<file path="config.mk">
export PLATFORM = sky130hd
export DESIGN_NAME = arith_iter
export DESIGN_NICKNAME = d
export VERILOG_FILES = /design/src/rtl/arith_iter_pkg.sv /design/src/rtl/arith_iter_step.sv /design/src/rtl/arith_iter.sv
export SDC_FILE = /design/constraint.sdc
export NUM_CORES = 1
export LEC_CHECK = 0
export BUFFER_PORTS_ARGS = -buffer_cell sky130_fd_sc_hd__buf_2
export CAP_MARGIN = 20
export CORE_MARGIN = 2
export CORE_UTILIZATION = 30
export DETAILED_ROUTE_END_ITERATION = 8
export PLACE_DENSITY = 0.58
export SLEW_MARGIN = 20
export SYNTH_ARGS = -nofsm -noshare
export SYNTH_HDL_FRONTEND = slang
export SYNTH_SLANG_ARGS = --single-unit
</file>
<file path="constraint.sdc">
create_clock -name clk -period 4.6 [get_ports clk]
set_input_delay 0 -clock clk [delete_from_list [all_inputs] [get_ports clk]]
set_output_delay 0 -clock clk [all_outputs]
set_load 0.02 [all_outputs]
</file>
<file path="src/rtl/arith_iter_pkg.sv">
// Shared types for the iterative ADD/SUB/MUL/DIV unit.
// DIV datapath is built only when ARITH_ITER_DIV_EN is defined.
package arith_iter_pkg;

    localparam int ARITH_ITER_WIDTH = 32;

    typedef enum logic [1:0] {
        OP_ADD = 2'b00,
        OP_SUB = 2'b01,
        OP_MUL = 2'b10,
        OP_DIV = 2'b11
    } op_e;

    typedef enum logic [1:0] {
        ST_IDLE = 2'd0,
        ST_BUSY = 2'd1,
        ST_DONE = 2'd2
    } state_e;

endpackage

</file>
<file path="src/rtl/arith_iter_step.sv">
// One combinational iteration: shift-add multiply or restoring divide.
// Divide step exists only when ARITH_ITER_DIV_EN is defined.
module arith_iter_step
    import arith_iter_pkg::*;
#(
    parameter int WIDTH = ARITH_ITER_WIDTH
) (
`ifdef ARITH_ITER_DIV_EN
    input  logic             i_div,
`endif
    input  logic [WIDTH-1:0] i_acc,
    input  logic [WIDTH-1:0] i_lo,
    input  logic [WIDTH-1:0] i_m,
    output logic [WIDTH-1:0] o_acc,
    output logic [WIDTH-1:0] o_lo
);

    logic [WIDTH:0] w_sum;

    // {carry, acc, lo} shifts right one place per step
    assign w_sum = {1'b0, i_acc} + {1'b0, (i_lo[0] ? i_m : '0)};

`ifdef ARITH_ITER_DIV_EN
    logic [WIDTH:0] w_sh;
    logic [WIDTH:0] w_diff;

    assign w_sh   = {i_acc, i_lo[WIDTH-1]};
    assign w_diff = w_sh - {1'b0, i_m};

    always_comb begin
        o_acc = w_sum[WIDTH:1];
        o_lo  = {w_sum[0], i_lo[WIDTH-1:1]};
        if (i_div) begin
            // borrow set: restore the shifted remainder, quotient bit 0
            o_acc = w_diff[WIDTH] ? w_sh[WIDTH-1:0] : w_diff[WIDTH-1:0];
            o_lo  = {i_lo[WIDTH-2:0], ~w_diff[WIDTH]};
        end
    end
`else
    assign o_acc = w_sum[WIDTH:1];
    assign o_lo  = {w_sum[0], i_lo[WIDTH-1:1]};
`endif

endmodule

</file>
<file path="src/rtl/arith_iter.sv">
// Iterative arithmetic unit: single-cycle ADD/SUB, WIDTH+2 cycle MUL/DIV.
// Define ARITH_ITER_DIV_EN to build the restoring divider.
module arith_iter
    import arith_iter_pkg::*;
#(
    parameter int WIDTH = ARITH_ITER_WIDTH
) (
    input  logic             clk,
    input  logic             rst_n,
    input  logic             in_valid,
    output logic             in_ready,
    input  logic [WIDTH-1:0] a,
    input  logic [WIDTH-1:0] b,
    input  logic             s_or_u,
    input  logic [1:0]       opcode,
    output logic             out_valid,
    input  logic             out_ready,
    output logic [WIDTH-1:0] result,
    output logic [WIDTH-1:0] result_hi,
    output logic             overflow,
    output logic             div_by_zero
);

    localparam int CW = $clog2(WIDTH) + 1;
    localparam logic [CW-1:0] LAST = CW'(WIDTH);

    state_e           r_state;
    logic             r_su;
    logic             r_neg_q;
    logic [CW-1:0]    r_cnt;
    logic [WIDTH-1:0] r_acc;
    logic [WIDTH-1:0] r_lo;
    logic [WIDTH-1:0] r_m;
    logic [WIDTH-1:0] r_result;
    logic [WIDTH-1:0] r_result_hi;
    logic             r_ovf;
    logic             r_dbz;

    op_e              w_op;
    logic             w_a_neg;
    logic             w_b_neg;
    logic [WIDTH-1:0] w_a_mag;
    logic [WIDTH-1:0] w_b_mag;
    logic [WIDTH:0]   w_add;
    logic [WIDTH:0]   w_sub;
    logic             w_add_ovf;
    logic             w_sub_ovf;
    logic [WIDTH-1:0] w_step_acc;
    logic [WIDTH-1:0] w_step_lo;
    logic [2*WIDTH-1:0] w_prod;
    logic             w_mul_ovf;

    assign w_op    = op_e'(opcode);
    assign w_a_neg = s_or_u & a[WIDTH-1];
    assign w_b_neg = s_or_u & b[WIDTH-1];
    assign w_a_mag = w_a_neg ? -a : a;
    assign w_b_mag = w_b_neg ? -b : b;

    assign w_add = {1'b0, a} + {1'b0, b};
    assign w_sub = {1'b0, a} - {1'b0, b};

    assign w_add_ovf = s_or_u
        ? ((a[WIDTH-1] == b[WIDTH-1]) && (w_add[WIDTH-1] != a[WIDTH-1]))
        : w_add[WIDTH];
    assign w_sub_ovf = s_or_u
        ? ((a[WIDTH-1] != b[WIDTH-1]) && (w_sub[WIDTH-1] != a[WIDTH-1]))
        : w_sub[WIDTH];

    assign w_prod = r_neg_q ? -{r_acc, r_lo} : {r_acc, r_lo};
    assign w_mul_ovf = r_su
        ? (w_prod[2*WIDTH-1:WIDTH] != {WIDTH{w_prod[WIDTH-1]}})
        : (w_prod[2*WIDTH-1:WIDTH] != '0);

`ifdef ARITH_ITER_DIV_EN
    logic             r_is_div;
    logic             r_neg_r;
    logic             r_div_ovf;
    logic             w_div_ovf;
    logic [WIDTH-1:0] w_quo;
    logic [WIDTH-1:0] w_rem;

    // most-negative / -1 yields the most-negative value naturally
    assign w_div_ovf = s_or_u && (a == {1'b1, {(WIDTH-1){1'b0}}})
                       && (b == '1);
    assign w_quo = r_neg_q ? -r_lo : r_lo;
    assign w_rem = r_neg_r ? -r_acc : r_acc;
`endif

    arith_iter_step #(
        .WIDTH(WIDTH)
    ) u_step (
`ifdef ARITH_ITER_DIV_EN
        .i_div (r_is_div),
`endif
        .i_acc (r_acc),
        .i_lo  (r_lo),
        .i_m   (r_m),
        .o_acc (w_step_acc),
        .o_lo  (w_step_lo)
    );

    always_ff @(posedge clk or negedge rst_n) begin
        if (!rst_n) begin
            r_state     <= ST_IDLE;
            r_su        <= 1'b0;
            r_neg_q     <= 1'b0;
            r_cnt       <= '0;
            r_acc       <= '0;
            r_lo        <= '0;
            r_m         <= '0;
            r_result    <= '0;
            r_result_hi <= '0;
            r_ovf       <= 1'b0;
            r_dbz       <= 1'b0;
`ifdef ARITH_ITER_DIV_EN
            r_is_div    <= 1'b0;
            r_neg_r     <= 1'b0;
            r_div_ovf   <= 1'b0;
`endif
        end else begin
            unique case (r_state)
                ST_IDLE: begin
                    if (in_valid) begin
                        r_su        <= s_or_u;
                        r_neg_q     <= w_a_neg ^ w_b_neg;
                        r_cnt       <= '0;
                        r_acc       <= '0;
                        r_lo        <= w_a_mag;
                        r_m         <= w_b_mag;
                        r_result_hi <= '0;
                        r_ovf       <= 1'b0;
                        r_dbz       <= 1'b0;
`ifdef ARITH_ITER_DIV_EN
                        r_is_div    <= (w_op == OP_DIV);
                        r_neg_r     <= w_a_neg;
                        r_div_ovf   <= w_div_ovf;
`endif
                        unique case (w_op)
                            OP_ADD: begin
                                r_result <= w_add[WIDTH-1:0];
                                r_ovf    <= w_add_ovf;
                                r_state  <= ST_DONE;
                            end
                            OP_SUB: begin
                                r_result <= w_sub[WIDTH-1:0];
                                r_ovf    <= w_sub_ovf;
                                r_state  <= ST_DONE;
                            end
                            OP_MUL: begin
                                r_state <= ST_BUSY;
                            end
                            OP_DIV: begin
`ifdef ARITH_ITER_DIV_EN
                                if (b == '0) begin
                                    r_result    <= '1;
                                    r_result_hi <= a;
                                    r_dbz       <= 1'b1;
                                    r_state     <= ST_DONE;
                                end else begin
                                    r_state <= ST_BUSY;
                                end
`else
                                r_result <= '0;
                                r_ovf    <= 1'b1;
                                r_state  <= ST_DONE;
`endif
                            end
                        endcase
                    end
                end
                ST_BUSY: begin
                    if (r_cnt != LAST) begin
                        r_acc <= w_step_acc;
                        r_lo  <= w_step_lo;
                        r_cnt <= r_cnt + CW'(1);
                    end else begin
                        // sign-fix cycle
`ifdef ARITH_ITER_DIV_EN
                        if (r_is_div) begin
                            r_result    <= w_quo;
                            r_result_hi <= w_rem;
                            r_ovf       <= r_div_ovf;
                        end else begin
                            r_result    <= w_prod[WIDTH-1:0];
                            r_result_hi <= w_prod[2*WIDTH-1:WIDTH];
                            r_ovf       <= w_mul_ovf;
                        end
`else
                        r_result    <= w_prod[WIDTH-1:0];
                        r_result_hi <= w_prod[2*WIDTH-1:WIDTH];
                        r_ovf       <= w_mul_ovf;
`endif
                        r_state <= ST_DONE;
                    end
                end
                ST_DONE: begin
                    if (out_ready) begin
                        r_state <= ST_IDLE;
                    end
                end
                default: begin
                    r_state <= ST_IDLE;
                end
            endcase
        end
    end

    assign in_ready    = (r_state == ST_IDLE);
    assign out_valid   = (r_state == ST_DONE);
    assign result      = r_result;
    assign result_hi   = r_result_hi;
    assign overflow    = r_ovf;
    assign div_by_zero = r_dbz;

endmodule
</file>
After elaboration in Yosys (flattened, before gate mapping)
Index checks and enable logic that the tools add are counted.
{"block": "op_classes", "add_sub_neg": 7, "eq_ne": 16, "n_mux": 31, "bitwise_logic": 3, "reduce_logical": 12}
{"cell": "$mux W32", "count": 10}
{"cell": "$pmux W32 S2", "count": 4}
{"cell": "$pmux W32 S3", "count": 1}
{"cell": "$add A32 B32 Y33", "count": 2}
{"cell": "$mux W64", "count": 1}
{"cell": "$neg A32 Y32", "count": 2}
{"cell": "$neg A64 Y64", "count": 1}
{"cell": "$sub A32 B32 Y33", "count": 1}
{"cell": "$ne A32 B32 Y1", "count": 1}
{"cell": "$reduce_bool A32 Y1", "count": 1}
{"cell": "$mux W6", "count": 2}
{"cell": "$pmux W6 S2", "count": 1}
{"cell": "$reduce_and A3 Y1", "count": 3}
{"cell": "$add A6 B1 Y6 const B", "count": 1}
{"cell": "$eq A2 B2 Y1 const B", "count": 3}
{"cell": "$mux W2", "count": 3}
{"cell": "$ne A2 B2 Y1 const B", "count": 3}
{"cell": "$ne A6 B6 Y1 const B", "count": 1}
{"cell": "$pmux W2 S3", "count": 1}
{"cell": "$mux W1", "count": 5}
{"cell": "$eq A2 B1 Y1 const B", "count": 2}
{"cell": "$logic_not A2 Y1", "count": 2}
{"cell": "$ne A4 B1 Y1 const B", "count": 1}
{"cell": "$pmux W2 S2", "count": 1}
{"cell": "12 further kinds", "count": 16}
{"block": "word_totals", "reg_bits": 171, "in_bits": 71, "out_inout_bits": 68, "word_cells": 79}

Longest topological paths before layout
{"block": "logic_depth", "word_depth": 7, "mapped_depth": 14, "depth_no_buf": 14}

Hierarchy
From an unflattened synthesis, not the netlist that was laid out.
{"block": "hier_totals", "hier_cells": 2060, "area_unflattened_um2": 15919.0}
{"module": "arith_iter", "n_inst": 1, "cells_per_inst": 1765, "area_per_inst_um2": 13731.9, "seq_area_each_um2": 4279.1}
{"module": "arith_iter_step", "n_inst": 1, "cells_per_inst": 295, "area_per_inst_um2": 2187.1, "seq_area_each_um2": 0.0}

Worst setup path after synthesis
OpenSTA, ideal clock, no wires.
{"block": "synth_path", "path_kind": "register -> register", "startpoint": "reg r_acc[11]", "endpoint": "reg r_ovf, in the netlist overflow", "setup_time_ns": 0.120, "arrival_time_ns": 3.681, "t_required_ns": 4.480, "path_slack_ns": 0.798, "stages_incl_launch_ff": 15, "n_path_buf": 3, "period_less_slack_ns": 3.802, "cell_sequence": "dfrtp_1 -> buf_2 -> or3_4 -> or4_1 -> buf_2 -> or4_1 -> buf_2 -> o41ai_2 -> xor2_1 -> and4_1 -> nand4_1 -> or4_1 -> o31ai_1 -> a31oi_1 -> a41o_1"}
{"block": "synth_between", "elab_chain_len": 6, "elab_cells_between_ends": 7, "cone_classes": "add/sub: 1; eq/ne: 1; mux: 4; reduce/logical: 1"}
{"element": "start, declared", "line_no": "arith_iter.sv:31", "rtl": "logic [WIDTH-1:0] r_acc;"}
{"element": "start signal, assigned", "line_no": "arith_iter.sv:173", "rtl": "r_acc <= w_step_acc;"}
{"element": "$neg A64 Y64", "line_no": "arith_iter.sv:69", "rtl": "assign w_prod = r_neg_q ? -{r_acc, r_lo} : {r_acc, r_lo};"}
{"element": "$mux W64 (*)", "line_no": "arith_iter.sv:69"}
{"element": "$ne A32 B32 Y1 / $reduce_bool A32 Y1 (equally long branches)", "line_no": "arith_iter.sv:71, arith_iter.sv:72"}
{"element": "$mux W1 (*)", "line_no": "arith_iter.sv:71", "rtl": "? (w_prod[2*WIDTH-1:WIDTH] != {WIDTH{w_prod[WIDTH-1]}})"}
{"element": "$mux W1 (*)", "line_no": "arith_iter.sv:172", "rtl": "if (r_cnt != LAST) begin"}
{"element": "$pmux W1 S2 (*)", "line_no": "arith_iter.sv:121", "rtl": "unique case (r_state)"}
{"element": "end signal, assigned", "line_no": "arith_iter.sv:141", "rtl": "r_ovf <= w_add_ovf;"}
{"element": "end signal, assigned", "line_no": "arith_iter.sv:146", "rtl": "r_ovf <= w_sub_ovf;"}
{"element": "end signal, assigned", "line_no": "arith_iter.sv:191", "rtl": "r_ovf <= w_mul_ovf;"}
{"element": "end, declared", "line_no": "arith_iter.sv:36", "rtl": "logic r_ovf;"}
Mark *: on every way between the ends. The rest lies on a longest branch, timed or not. The select of a mux whose other input is x is not followed.
A chain may end at the register's enable or synchronous reset.

Worst setup path after layout
{"block": "layout_path", "startpoint": "reg r_lo[5]", "endpoint": "reg r_ovf, in the netlist overflow"}
{"block": "layout_between", "elab_chain_len": 6, "elab_cells_between_ends": 7, "cone_classes": "add/sub: 1; eq/ne: 1; mux: 4; reduce/logical: 1"}
{"element": "start, declared", "line_no": "arith_iter.sv:32", "rtl": "logic [WIDTH-1:0] r_lo;"}
{"element": "start signal, assigned", "line_no": "arith_iter.sv:128", "rtl": "r_lo <= w_a_mag;"}
{"element": "start signal, assigned", "line_no": "arith_iter.sv:174", "rtl": "r_lo <= w_step_lo;"}
{"element": "$neg A64 Y64 (*)", "line_no": "arith_iter.sv:69"}
{"element": "$mux W64 (*)", "line_no": "arith_iter.sv:69"}
{"element": "$ne A32 B32 Y1 / $reduce_bool A32 Y1 (equally long branches)", "line_no": "arith_iter.sv:71, arith_iter.sv:72"}
{"element": "$mux W1 (*)", "line_no": "arith_iter.sv:71"}
{"element": "$mux W1 (*)", "line_no": "arith_iter.sv:172"}
{"element": "$pmux W1 S2 (*)", "line_no": "arith_iter.sv:121"}
Marks and branches as above.

==> run metrics <==
Iteration-0 DRC Markers=about 1,300; post-layout util=a little over a third; clk root buf=clkbuf_16; site row count=approximately 80; CP Launch Type=flip-flop; fin crit period=approximately 4.3 ns; final setup violation count=0; Clock Tree Buf Depth=2; period utilisation layout=92.6%; clk slew on worst S/H paths=around 0.08 ns; # Post-CTS Setup Buffers=0; I/O Buffers=137; Slew @ Worst Pin=1.07 ns; core box area=just under 50,000 sq um; post-detail-place hpwl=just under 40 mm; grt ovf=0; Area growth syn-to-layout=14.6%; WL final=between 50 and 60 mm; CTS sink count=between 150 and 200; Seq cells post-synth=between 150 and 200; CP max stage delay=0.66 ns; WL/cell=between 15 and 20 microns; number of global-route vias before repair=between 10,000 and 15,000; Setup CP Type=reg2reg; Post-layout nets=between 2,000 and 2,500; fill count=5,249; number of synthesized flops with an enable pin=0; Mapped Area=14,900 sq um; Worst EP arrival=4.61 ns; Initial DRT Pass Iterations=6; Yosys warnings=0; # diodes=0; Post-synth top flop=dfrtp_1; largest net degree at the start of global routing=100; critical path capture point type=flip-flop; CTS Buf Count=17; vias per std cell=between 5 and 6; initial core utilization=30.4%; Via Count=around 15,000; CP required=4.95 ns; peak supply drop=0.313 mV; setup tns final=0 ns; GRT Util Overall=19.6%; first-pass GRT wire length=just under 80 mm; status=completed; RSZ-0062 raised after global routing=no; CP max stage cell=or4_1; post-synth top area cell=dfrtp_1; TritonCTS clock tree=done; DRC violations left=0; gpl congestion=approximately 0.9; Setup Skew=between 0.01 and 0.015 ns; average size of a mapped cell=approximately 8 sq um; R2R Setup Slk=around 0.34 ns; initial antenna violation count=2; Hold Crit Class=in2reg; fin. max-slew vios=0; Yosys top cell area share=between 20% and 30%; CP Max Fanout=8; Final ANT Viol Nets=0; MaxCap Viol Count=0; die width=227 microns; worst-skew pair later-pin latency=around 0.46 ns; Gate Count Post-Synth=around 1,900; layout cells sized above 1=about 11%; fmax=235 MHz; Area contributors post-synth=dfrtp_1, ha_1, o21ai_0, xnor2_1, nand2_1; Leak=between 7 and 8 nW; Slew headroom=between 20% and 30%; DIE AREA=~52,000 sq um; Synth Net Count=around 2,100; Seq/Total Area, Yosys=about 29%; critical-path cell list=or4_1 > nor4_4 > nand4_4 > or2_1 > o31ai_1 > xor2_1 > nand4_1 > or4_1 > o31ai_1 > a31oi_1 > a41o_1; Fin. Hold Viols=0; # H-tree levels=4; pwr dens=~530 nW/um^2; # IOs=between 100 and 150; die height=approximately 230 microns; asr flop ratio synth=100%; Synth cell types=74
routing by layer:
layer,wire length [microns],vias to the layer above,global-route usage (%),part of all wire (%)
met4,851,2,5.04,1.7
li1,-,7069,-,-
met3,2970,66,2.74,5.9
met1,24700,6915,28.9,49
met2,21800,470,30.1,43
met5,11,-,0,0.022
power breakdown:
part | total [W] | leakage (nW) | internal, W | switching, W
registers | 0.00264 | 2.21 | 0.00203 | 0.000615
clock network | 0.00149 | 0.291 | 0.000735 | 0.000754
logic | 0.00495 | 5.02 | 0.00181 | 0.00314
total | 0.00908 | 7.53 | 0.00457 | 0.00451
kinds of logic after synthesis:
kind of cell	Yosys count	synth area share, %
compound gates	636	26.3
buf+inv	184	4.70
fa+ha+maj	104	8.87
other cells	1	0.0251
xor+xnor	183	10.7
mux	2	0.143
flops	171	28.7
simple gates	624	20.5
final timing paths:
kind,start,end,cells after the start
max,r_lo[5]$_DFFE_PN0P_,overflow$_DFFE_PN0P_,11
min,b[19],r_m[19]$_DFFE_PN0P_,3
max reg2reg,r_lo[5]$_DFFE_PN0P_,overflow$_DFFE_PN0P_,11
min reg2reg,result[1]$_DFFE_PN0P_,result[1]$_DFFE_PN0P_,2
max in group asynchronous,rst_n,r_neg_q$_DFFE_PN0P_,3
min in group asynchronous,rst_n,result_hi[4]$_DFFE_PN0P_,2
metrics by stage:
stage / hold WS (ns) / instances / setup WS, ns / power (W) / area (sq um)
after floorplan: -0.296 / 1905 / 0.798 / 0.00602 / 14900
after global placement: 0.113 / 2626 / 0.259 / 0.00750 / 16300
after detailed placement: 0.121 / 2626 / 0.188 / 0.00756 / 16300
after CTS: 0.00470 / 2678 / 0.169 / 0.00909 / 17100
after global routing: 0.0453 / 2678 / 0.0530 / 0.00980 / 17100
final: 0.0278 / 2678 / 0.339 / 0.00908 / 17100
layout by cell type, fill, tap and decap left out, drive strengths merged, types with 14 or more instances in the layout:
cell type	instances
o21ai	236
nand2	200
dfrtp	171
buf	164
a21oi	143
nor2	118
ha	101
xnor2	98
xor2	85
inv	84
nand3	75
o31ai	45
and2	36
a21o	32
nor3	31
or3	31
nand2b	29
a31oi	25
o21bai	22
dlygate4sd3	20
nand4	20
o41ai	19
nor4	19
or4	18
clkbuf	17
o211ai	16
o221ai	15
nor2b	14
worst max-delay path: cells and delay by family (launching register included):
family	cells	cell delay [ns]
compound gates	4	0.92
xor+xnor	1	0.25
simple gates	6	2.56
flops	1	0.43
cell usage after synthesis (all sizes together) (9+ instances only):
cell and number:
o21bai 22, o41ai 19, or4 18, o221ai 15, o21a 9, and2 36, a211oi 10, nor3 31
clkbuf 93, nor4 19, a31oi 25, xor2 85, o22ai 9, inv 76, or3 31, nand4 20
xnor2 98, o21ai 236, nor2 118, buf 14, nand3 75, a21oi 143, o31ai 45, nand2b 29
o211ai 16, dfrtp 171, a21o 32, ha 101, nand2 200, and3 13, nor2b 14
sequential cells by signal (all words and copies together) (netlist names):
name / count
r_state: 2
r_su: 1
r_cnt: 6
r_acc: 32
result_hi: 32
result: 32
r_neg_q: 1
r_m: 32
overflow: 1
r_lo: 32
layout make-up:
type / instances / area, sq um / area share (%)
clock buffers: 17 / 425 / 2.49
well taps: 664 / 831 / 4.86
flip-flops and latches: 171 / 4280 / 25.0
clock inverters: 15 / 178 / 1.04
multi-input cells: 1550 / 10000 / 58.5
inverters: 77 / 289 / 1.69
repair buffers: 184 / 1090 / 6.40
repair_timing:
action / 4_1_cts / 5_1_grt
gates resized for setup: 0 / 2
hold endpoints to repair: 97 / 0
hold buffers: 20 / 0
endpoints found under the setup margin: 0 / 1
Note: power is estimated with default switching activity, not from simulation.
